<file path="config.mk">
export PLATFORM = sky130hd
export DESIGN_NAME = register16_skid
export DESIGN_NICKNAME = d
export VERILOG_FILES = /design/src/rtl/register16_skid.sv
export SDC_FILE = /design/constraint.sdc
export NUM_CORES = 1
export LEC_CHECK = 0
export ABC_AREA = 1
export BUFFER_PORTS_ARGS = -buffer_cell sky130_fd_sc_hd__buf_2
export CAP_MARGIN = 30
export CORE_MARGIN = 1.5
export CORE_UTILIZATION = 57
export DETAILED_ROUTE_END_ITERATION = 10
export GPL_ROUTABILITY_DRIVEN = 0
export PLACE_DENSITY = 0.85
export SYNTH_ARGS = -nofsm -noshare
export SYNTH_HDL_FRONTEND = slang
export SYNTH_SLANG_ARGS = --single-unit
</file>
<file path="constraint.sdc">
create_clock -name clk -period 3.1 [get_ports clk]
set_clock_uncertainty 0.1 [all_clocks]
set_input_delay 0.155 -clock clk [delete_from_list [all_inputs] [get_ports clk]]
set_output_delay 0.155 -clock clk [all_outputs]
set_load 0.005 [all_outputs]
</file>
<file path="src/rtl/register16_skid.sv">
// Pipeline register stage with valid/ready handshake and a one-entry skid buffer.
// in_ready, out_valid, level and out_data all come straight from flops.
module register16_skid #(
  parameter int unsigned WIDTH = 16
) (
  input  logic             clk,
  input  logic             rst_n,
  input  logic [WIDTH-1:0] in_data,
  input  logic             in_valid,
  output logic             in_ready,
  output logic [WIDTH-1:0] out_data,
  output logic             out_valid,
  input  logic             out_ready,
  output logic [1:0]       level
);

  typedef enum logic [1:0] {
    EMPTY = 2'd0,
    ONE   = 2'd1,
    FULL  = 2'd2
  } state_t;

  state_t           state;
  logic [WIDTH-1:0] skid;
  logic             in_xfer;
  logic             out_xfer;

  assign in_xfer  = in_valid & in_ready;
  assign out_xfer = out_valid & out_ready;

  // out_data is the main register; skid holds the second word while the consumer stalls
  always_ff @(posedge clk) begin
    if (!rst_n) begin
      state     <= EMPTY;
      out_data  <= '0;
      skid      <= '0;
      out_valid <= 1'b0;
      in_ready  <= 1'b1;
      level     <= 2'd0;
    end else begin
      case (state)
        EMPTY: begin
          if (in_xfer) begin
            out_data  <= in_data;
            state     <= ONE;
            out_valid <= 1'b1;
            in_ready  <= 1'b1;
            level     <= 2'd1;
          end
        end
        ONE: begin
          if (in_xfer && !out_xfer) begin
            skid     <= in_data;
            state    <= FULL;
            in_ready <= 1'b0;
            level    <= 2'd2;
          end else if (!in_xfer && out_xfer) begin
            state     <= EMPTY;
            out_valid <= 1'b0;
            level     <= 2'd0;
          end else if (in_xfer && out_xfer) begin
            out_data <= in_data;
          end
        end
        FULL: begin
          // in_ready is low here, so only the drain can happen
          if (out_xfer) begin
            out_data <= skid;
            state    <= ONE;
            in_ready <= 1'b1;
            level    <= 2'd1;
          end
        end
        default: begin
          state     <= EMPTY;
          out_valid <= 1'b0;
          in_ready  <= 1'b1;
          level     <= 2'd0;
        end
      endcase
    end
  end

endmodule

</file>
======== Yosys cells after proc, flatten, opt, wreduce, memory -nomap -nowiden ========
Index checks and enable logic that the tools add are counted.
word-level totals
  flip-flop bits (word level) ............. 36
  output and inout bits ................... 20
cells by class
  eq/ne operators ......................... 10
  muxes and demuxes ....................... 18
  bitwise gates (word level) .............. 3
  reduce and logical (&&, ||, !) cells .... 12
operators with widths
  operator              number
  $mux W16              5
  $pmux W16 S3          1
  $ne A2 B2 Y1 const B  7
  $mux W2               4
  $pmux W1 S3           2
  $pmux W2 S3           1
  $reduce_and A3 Y1     2
  $reduce_and A6 Y1     1
  $mux W1               5
  $reduce_and A4 Y1     1
  $logic_and A1 B1 Y1   3
  $ne A3 B3 Y1 const B  1
  $reduce_bool A3 Y1    1
  $and A1 B1 Y1         2
  $eq A2 B1 Y1 const B  1
  $eq A2 B2 Y1 const B  1
  $logic_not A1 Y1      2
  $logic_not A2 Y1      1
  $reduce_and A2 Y1     1
  $not A1 Y1            1

======== Depth between registers and ports, before layout ========
  word-level depth ........................ 6
  depth in mapped cells ................... 10
  depth with buffers taken out ............ 9

======== Worst setup path before layout ========
Ideal clock, no wire load.
  kind .................................... flip-flop to flip-flop
  start point ............................. register in_ready
  end point ............................... register skid[0]
  library setup time ...................... 0.132 ns
  data arrival time ....................... 1.304 ns
  data required time ...................... 2.868 ns
  slack ................................... 1.563 ns
  stages on the path, launching flop included .. 9
  buffers on the path ..................... 1
  clock period less this slack ............ 1.537 ns
  path through ............................ dfxtp_1 -> nand2_1 -> inv_1 -> ha_1 -> nand3_2 -> clkinv_1 -> buf_2 -> nand2_1 -> a21oi_1
between the ends
  longest elaborated chain between the ends .. 3
ends and longest elaborated chain
  item                         RTL line  source
  start: declaration           10        output logic in_ready,
  start signal: assignment     38        in_ready <= 1'b1;
  start signal: assignment     47        in_ready <= 1'b1;
  start signal: assignment     55        in_ready <= 1'b0;
  $and A1 B1 Y1                28        assign in_xfer = in_valid & in_ready;
  $logic_and A1 B1 Y1          52        if (in_xfer && !out_xfer) begin
  $reduce_and A2 Y1 (no line)  --
  end signal: assignment       53        skid <= in_data;
  end: declaration             24        logic [WIDTH-1:0] skid;
Every way passes these cells.
A chain may end at the register's enable or synchronous reset.

======== Final worst setup path ========
  start point ............................. register in_ready
  end point ............................... register state[1]
between the ends
  longest elaborated chain between the ends .. 5
ends and longest elaborated chain
  item                         RTL line  source
  $and A1 B1 Y1 (*)            28
  $logic_not A1 Y1             57        end else if (!in_xfer && out_xfer) begin
  $logic_and A1 B1 Y1          57
  $ne A3 B3 Y1 (no line)       --
  $reduce_and A3 Y1 (no line)  --
  end signal: assignment       54        state <= FULL;
  end signal: assignment       58        state <= EMPTY;
  end signal: assignment       69        state <= ONE;
  end: declaration             23        state_t state;
Every way passes the cells marked *; elsewhere a longest branch is shown, timed or not.

==> flow_summary.yaml <==
detailed_routing:
  wl_per_cell_um: 11.16
  dr.pass1.iters: 4
  drtAntennaViolNets: 0
  via_count: 1734
  drt_iter0_markers: 87
  via_per_inst: 5.026
  drt_drc_violations_left: 0
  wl_um: 3850
synthesis:
  synth_top_area_share: 0.4111
  syn-instance-count: 266
  yosys-top-cells-area: "dfxtp_1, nand2_1, nand3_1, a21oi_1, inv_1"
  synthTopCellsByCount: "nand2_1, dfxtp_1, nand3_1"
  ys_seq_area_frac: 0.4111
  synth_top_area_cell: "dfxtp_1"
  synth.distinct_cells: 18
  synth-edff-count: 0
  syn_nets: 289
  ys_ff_latch: 36
  synth_most_common_cell: "nand2_1"
  synth-warning-count: 0
  synthesis.area_sq_um: 1753
  ys.flop_type: "dfxtp_1"
  ys_async_sr_fraction: 0
  avgSynthCellArea_sq_um: 6.590
worst_setup_path:
  worst_setup_path_end_kind: "flip-flop"
  reg2reg_from: "in_ready"
  worstPathMaxFanout: 18
  critical_path_depth: 7
  cpPeakStageDelay_ns: 0.48
  reg2reg_depth: 7
  worstPathArrival_ns: 2.24
  r2r-end: "state[1]"
  worstPathCellList: "nand2_1 -> inv_1 -> ha_1 -> nand3_2 -> clkinv_1 -> a31oi_1 -> nor2_1"
  r2r_setup_slack_ns: 1.0
  critPathLaunchType: "flip-flop"
  crit_type: "flip-flop to flip-flop"
  critPathTopFamily: "buffers and inverters"
  crit_buf_inv: 2
  required_ns: 3.24
  crit_slowest_cell: "clkinv_1"
worst_hold_path:
  whs_path_depth: 2
  whs_endpoint: "in_ready"
  hp-start: "rst_n"
  hold_class: "input port to flip-flop"
timing:
  max_clock_freq_mhz: 475.7
  hold_violations: 0
  final-max-slew-violation-count: 0
  fin_crit_ns: 2.102
  tns_ns: 0
  fin_crit_sh: 0.6781
  worst_slew_pin_slew_ns: 0.9154
  slew_headroom: 0.3883
  setup_viol: 0
  rsz0062_at_grt: "no"
clocking:
  cts_tree: "built"
  numCtsBuffers: 5
  clk_pin_slew_ns: 0.11
  cts_resized: 0
  cts_root_buffer: "clkbuf_4"
  htree_levels: 2
  clock_path_buffers: 2
  cts_sinks: 36
  clock_latency_ns: 0.35
  cts_setup_buffers: 0
placed_design:
  placedInstanceArea_sq_um: 1899
  port_buffers: 39
  dpl.hpwl_um: 2425
power:
  power.total_mw: 1.068
  seq_power_share: 0.504
  power_density_nw_per_um2: 503.8
  ir_drop_v: 0.0003285
  switchingPower_uw: 340.0
  p_comb_frac: 0.250
  internal-power_uw: 728.5
  power_leakage_nw: 1.100
  p_clk_frac: 0.246
  switching_share: 0.3182
floorplan:
  initial_core_util: 0.6196
  die_area_sq_um: 3417
  die_h_um: 58.46
  core-area_sq_um: 2829
  pin_count: 40
  num_rows: 19
  die_width_um: 58.46
finish:
  nets: 336
  layout-drive-gt1-share: 0.1656
  fillers: 243
  fin_area_sq_um: 2121
  n_antenna_cell: 0
  syn_to_final_growth_pct: 20.98
grt:
  grt_max_degree: 35
  grt_usage: 0.2458
  grt_pass1_vias: 1451
  grt_pass1_wl_um: 6368
  overflow: 0
  grt_antenna_before_repair: 0
outcome:
  status: "finished clean"
run:
  cap_violations: 0
[worst reg2reg max path, cell delays in order, from the launching register on]
cell	delay (ns)
dfxtp_1	0.33
nand2_1	0.09
inv_1	0.08
ha_1	0.24
nand3_2	0.28
clkinv_1	0.49
a31oi_1	0.32
nor2_1	0.07
[cells in the final DEF, fill, tap and decap left out]
cell           instances
nor2_1                19
nor3_1                 1
inv_2                  2
nand3_1               36
clkbuf_4               5
nand2_4                1
nand2_1               90
nand3_2                1
buf_4                  1
inv_1                 22
clkinv_1               2
a31oi_1                1
dfxtp_1               36
o21ai_0                2
a21oi_1               34
ha_1                   3
clkbuf_8               1
buf_2                 39
dlygate4sd3_1         16
clkinv_2               2
[how the worst max path moves through the flow]
stage | startpoint | end | slack, ns
4_1_cts | in_ready | out_data[2] | 1.0
3_3_place_gp | in_ready | out_data[12] | 1.06
3_5_place_dp | in_ready | out_data[2] | 1.01
6_report | in_ready | state[1] | 1.0
5_1_grt | in_ready | out_data[4] | 0.75
2_1_floorplan | in_ready | skid[0] | 1.56
[timing repair]
action | in CTS | in global routing
hold buffers | 16 | 0
endpoints found under the hold margin | 16 | 0
endpoints found under the setup margin | 0 | 0
[cells by family (layout without fill, tap and decap cells)]
| family | Yosys count | count (layout) | synth area share |
|---|---|---|---|
| AOI/OAI and AO/OA | 37 | 37 | 0.1064 |
| DFF | 36 | 36 | 0.4111 |
| buffers and inverters | 42 | 90 | 0.1099 |
| and+or+nand+nor | 148 | 148 | 0.3512 |
| adders and majority gates | 3 | 3 | 0.02142 |
[final cells by class]
class	count	area, sq um	area share
flip-flops and latches	36	720.7	0.3398
clock inverters	2	10.01	0.004720
clock buffers	6	51.30	0.02419
well taps	31	38.79	0.01829
repair buffers	56	362.8	0.1711
inverters	26	97.59	0.04602
multi-input cells	188	839.6	0.3959
[power groups by stage]
stage               clock [mW]  combinational, mW  sequential [mW]
floorplan                    0              0.179            0.551
global placement             0              0.248            0.546
detailed placement           0              0.251            0.548
CTS                      0.268              0.266            0.538
global route             0.288              0.306            0.543
finish                   0.263              0.267            0.538
[stage by stage]
| stage | hold slack (ns) | util | std cells | setup WS, ns |
|---|---|---|---|---|
| floorplan | 0.1988 | - | 266 | 1.563 |
| finish | 0.05107 | 0.7497 | 345 | 0.9980 |
| global placement | 0.3188 | 0.6714 | 321 | 1.057 |
| global route | 0.05516 | 0.7497 | 345 | 0.7522 |
| detailed placement | 0.3223 | 0.6714 | 321 | 1.012 |
| CTS | 0.04583 | 0.7497 | 345 | 0.9953 |
[metal layers]
| layer | vias to the layer above | GRT usage | share of wire |
|---|---|---|---|
| met5 | - | 0 | 0 |
| met4 | 0 | 0.07973 | 0.012 |
| met3 | 6 | 0.07253 | 0.064 |
| met2 | 60 | 0.3836 | 0.47 |
| met1 | 732 | 0.3273 | 0.46 |
| li1 | 936 | - | - |
[flip-flops by register name, indices dropped and copies added, names as in the netlist]
signal and cells:
in_ready 1, state 2, out_data 16, out_valid 1, skid 16
(Power assumes the default switching activity.)
